File: config.mk
export PLATFORM = sky130hd
export DESIGN_NAME = image_axis_master_fifo
export DESIGN_NICKNAME = d
export VERILOG_FILES = /design/src/rtl/image_axis_master_fifo.sv
export SDC_FILE = /design/constraint.sdc
export NUM_CORES = 1
export LEC_CHECK = 0
export CORE_ASPECT_RATIO = 1.75
export CORE_MARGIN = 2
export CORE_UTILIZATION = 41
export CTS_CLUSTER_SIZE = 28
export DETAILED_ROUTE_END_ITERATION = 16
export GPL_TIMING_DRIVEN = 0
export PLACE_DENSITY_LB_ADDON = 0.05
export SYNTH_ARGS = -nofsm -noshare
export SYNTH_HDL_FRONTEND = slang
export SYNTH_SLANG_ARGS = --single-unit
export TNS_END_PERCENT = 20
File: constraint.sdc
create_clock -name M_AXIS_ACLK -period 6.48 [get_ports M_AXIS_ACLK]
set_input_delay 0.648 -clock M_AXIS_ACLK [delete_from_list [all_inputs] [get_ports M_AXIS_ACLK]]
set_output_delay 0.648 -clock M_AXIS_ACLK [all_outputs]
set_load 0.1 [all_outputs]
File: src/rtl/image_axis_master_fifo.sv
// image_axis_master_fifo
//   AXI4-Stream master output stage: a first-word-fall-through FIFO between
//   the pixel pipeline (producer) and the DMA S2MM port. TLAST is either
//   taken from the producer's last_in or generated from a programmable
//   frame length. Status outputs report occupancy, end of frame and drops.
//
// Ports
//   M_AXIS_ACLK, M_AXIS_ARESETN   clock, asynchronous active-low reset
//   M_AXIS_TVALID/TDATA/TSTRB/TLAST/TREADY   AXI4-Stream master
//   data_in, valid_in, last_in    producer word, valid, end-of-frame
//   ready_out                     FIFO can accept a word this cycle
//   tlast_mode                    0: pass last_in, 1: generate from frame_len
//   frame_len                     beats per frame (0 treated as 1)
//   clr_err                       clears err_drop
//   fifo_level                    current occupancy
//   frame_done                    one-cycle pulse after a TLAST beat is read
//   err_drop                      sticky: word offered while ready_out=0
module image_axis_master_fifo #(
  parameter int unsigned C_M_AXIS_TDATA_WIDTH = 32,
  parameter int unsigned C_FIFO_DEPTH         = 16,
  parameter int unsigned C_LEN_WIDTH          = 24
) (
  input  logic                                    M_AXIS_ACLK,
  input  logic                                    M_AXIS_ARESETN,
  output logic                                    M_AXIS_TVALID,
  output logic [C_M_AXIS_TDATA_WIDTH-1:0]         M_AXIS_TDATA,
  output logic [C_M_AXIS_TDATA_WIDTH/8-1:0]       M_AXIS_TSTRB,
  output logic                                    M_AXIS_TLAST,
  input  logic                                    M_AXIS_TREADY,
  input  logic [C_M_AXIS_TDATA_WIDTH-1:0]         data_in,
  input  logic                                    valid_in,
  input  logic                                    last_in,
  output logic                                    ready_out,
  input  logic                                    tlast_mode,
  input  logic [C_LEN_WIDTH-1:0]                  frame_len,
  input  logic                                    clr_err,
  output logic [$clog2(C_FIFO_DEPTH+1)-1:0]       fifo_level,
  output logic                                    frame_done,
  output logic                                    err_drop
);

  localparam int unsigned PTR_W = $clog2(C_FIFO_DEPTH);
  localparam int unsigned LVL_W = $clog2(C_FIFO_DEPTH + 1);

  // Storage (no reset needed: entries are only visible through level_q)
  logic [C_M_AXIS_TDATA_WIDTH-1:0] mem_data_q [C_FIFO_DEPTH];
  logic [C_FIFO_DEPTH-1:0]         mem_last_q;

  logic [PTR_W-1:0]       wr_ptr_q, wr_ptr_d;
  logic [PTR_W-1:0]       rd_ptr_q, rd_ptr_d;
  logic [LVL_W-1:0]       level_q, level_d;
  logic [C_LEN_WIDTH-1:0] cnt_q, cnt_d;
  logic [C_LEN_WIDTH-1:0] len_q, len_d;
  logic                   mode_q, mode_d;
  logic                   frame_done_q, frame_done_d;
  logic                   err_q, err_d;

  logic                   wr_en, rd_en;
  logic                   frame_start;
  logic                   mode_eff;
  logic [C_LEN_WIDTH-1:0] len_eff;
  logic                   gen_last;
  logic                   last_wr;

  // Write acceptance depends only on the registered level, never on TREADY.
  assign ready_out     = M_AXIS_ARESETN && (level_q < LVL_W'(C_FIFO_DEPTH));
  assign wr_en         = valid_in && ready_out;

  assign M_AXIS_TVALID = (level_q != '0);
  assign rd_en         = M_AXIS_TVALID && M_AXIS_TREADY;
  assign M_AXIS_TDATA  = M_AXIS_TVALID ? mem_data_q[rd_ptr_q] : '0;
  assign M_AXIS_TLAST  = M_AXIS_TVALID && mem_last_q[rd_ptr_q];
  assign M_AXIS_TSTRB  = '1;

  assign fifo_level    = level_q;
  assign frame_done    = frame_done_q;
  assign err_drop      = err_q;

  // Mode and length are latched on the first beat of a frame (cnt_q==0);
  // on that beat the live inputs are used directly. In pass-through mode
  // cnt_q stays 0, so the mode is effectively re-sampled every beat.
  always_comb begin
    frame_start = (cnt_q == '0);
    mode_eff    = frame_start ? tlast_mode : mode_q;
    if (frame_start) begin
      len_eff = (frame_len == '0) ? C_LEN_WIDTH'(1) : frame_len;
    end else begin
      len_eff = len_q;
    end
    gen_last = (cnt_q == (len_eff - C_LEN_WIDTH'(1)));
    last_wr  = mode_eff ? gen_last : last_in;
  end

  always_comb begin
    wr_ptr_d     = wr_ptr_q;
    rd_ptr_d     = rd_ptr_q;
    level_d      = level_q;
    cnt_d        = cnt_q;
    len_d        = len_q;
    mode_d       = mode_q;
    frame_done_d = rd_en && M_AXIS_TLAST;
    err_d        = (valid_in && !ready_out) || (err_q && !clr_err);

    if (wr_en) begin
      wr_ptr_d = wr_ptr_q + PTR_W'(1);
      if (frame_start) begin
        len_d  = len_eff;
        mode_d = mode_eff;
      end
      if (mode_eff) begin
        cnt_d = gen_last ? '0 : cnt_q + C_LEN_WIDTH'(1);
      end
    end
    if (rd_en) begin
      rd_ptr_d = rd_ptr_q + PTR_W'(1);
    end

    unique case ({wr_en, rd_en})
      2'b10:   level_d = level_q + LVL_W'(1);
      2'b01:   level_d = level_q - LVL_W'(1);
      default: level_d = level_q;
    endcase
  end

  always_ff @(posedge M_AXIS_ACLK or negedge M_AXIS_ARESETN) begin
    if (!M_AXIS_ARESETN) begin
      wr_ptr_q     <= '0;
      rd_ptr_q     <= '0;
      level_q      <= '0;
      cnt_q        <= '0;
      len_q        <= '0;
      mode_q       <= 1'b0;
      frame_done_q <= 1'b0;
      err_q        <= 1'b0;
    end else begin
      wr_ptr_q     <= wr_ptr_d;
      rd_ptr_q     <= rd_ptr_d;
      level_q      <= level_d;
      cnt_q        <= cnt_d;
      len_q        <= len_d;
      mode_q       <= mode_d;
      frame_done_q <= frame_done_d;
      err_q        <= err_d;
    end
  end

  always_ff @(posedge M_AXIS_ACLK) begin
    if (wr_en) begin
      mem_data_q[wr_ptr_q] <= data_in;
      mem_last_q[wr_ptr_q] <= last_wr;
    end
  end

endmodule

==> run_summary.xml <==
<?xml version="1.0" encoding="UTF-8"?>
<metrics>
  <group name="floorplan">
    <metric name="num_io_pins" unit="">109</metric>
    <metric name="die_width" unit="microns">190</metric>
    <metric name="design.die.area" unit="sq um">62900</metric>
    <metric name="std_cell_rows" unit="">119</metric>
    <metric name="floorplan.core_area" unit="sq um">60200</metric>
    <metric name="starting_utilization_of_the_core_area" unit="%">41.5</metric>
    <metric name="floorplan.die.height" unit="microns">330</metric>
  </group>
  <group name="clock_network">
    <metric name="tritoncts" unit="">built</metric>
    <metric name="root_buffer" unit="">clkbuf_16</metric>
    <metric name="cts_inserted_buffers" unit="">55</metric>
    <metric name="htreeDepth" unit="">2</metric>
    <metric name="clk_path_buf_depth" unit="">3</metric>
    <metric name="cts.sinks" unit="">592</metric>
    <metric name="worst_setup_hold_path_clk_slew" unit="ns">0.07</metric>
    <metric name="clk-insertion-delay-late" unit="ns">0.60</metric>
  </group>
  <group name="synthesis">
    <metric name="synth-edff-count" unit="">528</metric>
    <metric name="postSynthAreaPerCell" unit="sq um">18.7</metric>
    <metric name="ys_types" unit="">70</metric>
    <metric name="share_of_synthesized_area_occupied_by_flip_flops_and_latches" unit="%">70.0</metric>
    <metric name="postSynth.topFlopCell" unit="">edfxtp_1</metric>
    <metric name="synth.ff_latch_count" unit="">592</metric>
    <metric name="synthCells" unit="">1331</metric>
    <metric name="ys_warn_count" unit="">0</metric>
    <metric name="ys_async_sr_fraction" unit="%">10.8</metric>
    <metric name="synth_area" unit="sq um">24900</metric>
  </group>
  <group name="worst_hold_path">
    <metric name="hold_path_class" unit="">in2reg</metric>
  </group>
  <group name="routing">
    <metric name="drt-wirelength-per-cell" unit="microns">28.5</metric>
    <metric name="drt_pass1_iterations" unit="">5</metric>
    <metric name="initial_detailed_routing_violation_count" unit="">763</metric>
    <metric name="num_vias" unit="">13300</metric>
    <metric name="drc" unit="">0</metric>
    <metric name="ant_nets" unit="">0</metric>
    <metric name="drt-vias-per-instance" unit="">5.63</metric>
    <metric name="routed_wl" unit="microns">67400</metric>
  </group>
  <group name="worst_setup_path">
    <metric name="delay_of_the_slowest_cell_on_the_worst_path" unit="ns">0.69</metric>
    <metric name="worstPathMaxFanout" unit="">10</metric>
    <metric name="cp-end-kind" unit="">flop</metric>
    <metric name="timing.critical_path.from_type" unit="">flop</metric>
    <metric name="critical_path.cell_chain" unit="">inv_1 &gt; ha_1 &gt; nor4b_4 &gt; and4_1 &gt; buf_4 &gt; nand2_4 &gt; buf_6 &gt; buf_2 &gt; mux2i_1 &gt; ha_2 &gt; or4b_2 &gt; nor4_4 &gt; or4b_1 &gt; o21ai_2 &gt; a211oi_1 &gt; a31o_1 &gt; o21ai_2 &gt; nand4_4 &gt; nor2_8 &gt; buf_6 &gt; nor2_1</metric>
    <metric name="cpMaxStageDelayCell" unit="">or4b_2</metric>
    <metric name="cp_data_required_time" unit="ns">6.96</metric>
    <metric name="path_class" unit="">reg2reg</metric>
    <metric name="crit_arrival" unit="ns">6.55</metric>
  </group>
  <group name="timing">
    <metric name="max-slew-margin-rel" unit="%">14.3</metric>
    <metric name="fmax" unit="GHz">0.165</metric>
    <metric name="skew" unit="ns">0.0154</metric>
    <metric name="worst_pin_slew" unit="ns">1.28</metric>
    <metric name="grt_setup_unrepaired" unit="">false</metric>
    <metric name="finalSetupViolations" unit="">0</metric>
    <metric name="slew_violations" unit="">0</metric>
    <metric name="final_min_period_over_clock_period" unit="%">93.6</metric>
    <metric name="hold_viol_final" unit="">0</metric>
    <metric name="clock_period_minus_final_worst_setup_slack" unit="ns">6.07</metric>
  </group>
  <group name="global_route">
    <metric name="grt-ovfl-total" unit="">0</metric>
    <metric name="antenna_found_initial" unit="">4</metric>
    <metric name="pin_count_of_the_biggest_net_entering_global_routing" unit="">58</metric>
    <metric name="track_usage" unit="%">21.9</metric>
    <metric name="vias_in_the_first_global_route" unit="">14500</metric>
    <metric name="grt_pass1_wl" unit="microns">98100</metric>
  </group>
  <group name="power">
    <metric name="power.density_cell_area" unit="nW/um^2">441</metric>
    <metric name="p_leak" unit="nW">9.72</metric>
    <metric name="total_power" unit="mW">13.0</metric>
    <metric name="worst_ir_drop_vdd" unit="uV">562</metric>
  </group>
  <group name="finish">
    <metric name="final_core_utilization" unit="%">49.1</metric>
    <metric name="finish.cell_count_without_fillers" unit="">2363</metric>
    <metric name="layout.cells.most_common_list" unit="">528 x edfxtp_1, 165 x mux4_2, 102 x clkdlybuf4s50_1</metric>
    <metric name="layout.cells.most_common" unit="">edfxtp_1</metric>
    <metric name="finalNetCount" unit="">1609</metric>
    <metric name="drive_above_1_share" unit="%">23.9</metric>
    <metric name="nFillCells" unit="">5124</metric>
    <metric name="fin_area" unit="sq um">29600</metric>
    <metric name="layout-area-overhead-vs-synth" unit="%">18.5</metric>
  </group>
  <group name="flow_run">
    <metric name="cap_viol_max_count" unit="">0</metric>
  </group>
  <group name="placement">
    <metric name="detailed_place_hpwl" unit="microns">45600</metric>
    <metric name="number_of_port_buffers" unit="">103</metric>
    <metric name="detailed_place.area" unit="sq um">27700</metric>
    <metric name="gp_congestion" unit="">0.898</metric>
    <metric name="dp_cells" unit="">2259</metric>
  </group>
  <group name="run_status">
    <metric name="status" unit="">finished clean</metric>
  </group>
</metrics>
==> critical path, delay by kind of cell (launching register included) <==
kind | cells | cell delay [ns]
multiplexers | 1 | 0.21
AO/OA/AOI/OAI | 4 | 0.90
buffers and inverters | 5 | 1.05
adder cells (fa/ha/maj) | 2 | 0.51
AND/OR/NAND/NOR | 9 | 2.79
flip-flops | 1 | 0.46
==> Yosys cell counts (4+ instances only) <==
master	count	area [sq um]
nor3_1	27	135
or3_1	9	56.3
mux4_2	165	3720
buf_2	8	40.0
nand2b_1	9	56.3
inv_1	26	97.6
o21ai_0	18	90.1
nor2_2	8	50.1
nor2_1	54	203
nand2_1	32	120
buf_6	4	45.0
nand3_1	21	105
a21o_1	4	30.0
nand4_1	14	87.6
mux2_2	27	304
nor4_1	16	100
a21oi_1	17	85.1
a211oi_1	8	60.1
dfrtp_1	64	1600
edfxtp_1	528	15900
mux2i_1	12	120
or4_1	10	75.1
nor2b_1	41	257
xnor2_1	44	385
buf_1	13	48.8
and3_1	5	31.3
a31oi_1	6	37.5
clkbuf_1	43	161
buf_4	6	45.0
ha_1	12	150
nor4_2	4	50.1
a311oi_1	4	35.0
xor2_1	15	131
==> where the power goes <==
group,internal (mW),switching [mW]
logic,1.80,3.52
registers,4.32,0.0766
clock network,1.88,1.42
==> repair_timing <==
| item | in CTS | in global routing |
|---|---|---|
| buffers inserted | 0 | 2 |
| resized for setup | 1 | 2 |
| pin swaps | 0 | 1 |
| hold buffers | 1 | 0 |
| hold endpoints to repair | 7 | 0 |
| setup endpoints to repair | 26 | 37 |
==> routing by layer <==
metal / GRT usage, % / up-vias / routed length (microns)
li1: - / 5780 / -
met1: 24.7 / 7029 / 24500
met2: 41.3 / 348 / 37400
met3: 3.06 / 138 / 2640
met4: 9.15 / 6 / 2810
met5: 0 / - / 37
==> cells by family after synthesis <==
logic type / share of synthesized area, %
flip-flops: 70.0
AND/OR/NAND/NOR: 6.49
multiplexers: 16.6
buffers and inverters: 1.79
AO/OA/AOI/OAI: 2.34
XOR/XNOR: 2.07
adder cells (fa/ha/maj): 0.682
other: 0.0150
==> worst paths after layout <==
kind / start / endpoint / slack (ns) / cells past startpoint
max: cnt_q[0] / cnt_q[20] / 0.41 / 21
min: frame_len[3] / len_q[3] / 0.34 / 2
max reg2reg: cnt_q[0] / cnt_q[20] / 0.41 / 21
min reg2reg: mode_q / mode_q / 0.52 / 1
max in group asynchronous: M_AXIS_ARESETN / len_q[18] / 5.49 / 3
min in group asynchronous: M_AXIS_ARESETN / err_drop / 0.42 / 2
==> metrics by stage <==
step	TNS, ns	setup WS [ns]	hold slack [ns]
after CTS	0	0.00794	0.308
after global routing	0	0.122	0.328
after global placement	-1513.13	-4.45	0.493
after detailed placement	-0.582	-0.0701	0.493
final	0	0.412	0.338
after floorplan	0	0.703	0.352
==> state kept, by name, summed over array words and instances, names as in the netlist <==
name        cells
cnt_q          24
err_drop        1
fifo_level      5
frame_done      1
len_q          24
mem_data_q    512
mem_last_q     16
mode_q          1
rd_ptr_q        4
wr_ptr_q        4
==> area by class of cell <==
| cell class | instances | area [sq um] | share of cell area (%) |
|---|---|---|---|
| Inverter | 27 | 101 | 0.343 |
| Clock inverter | 32 | 369 | 1.25 |
| Timing Repair Buffer | 142 | 1710 | 5.78 |
| Sequential cell | 592 | 17500 | 59.1 |
| Tap cell | 786 | 983 | 3.33 |
| Clock buffer | 68 | 1430 | 4.82 |
| Antenna cell | 1 | 2.50 | 0.00847 |
| Multi-Input combinational cell | 640 | 7170 | 24.3 |
| Buffer | 75 | 345 | 1.17 |
Power figures use the tool's default switching activity.
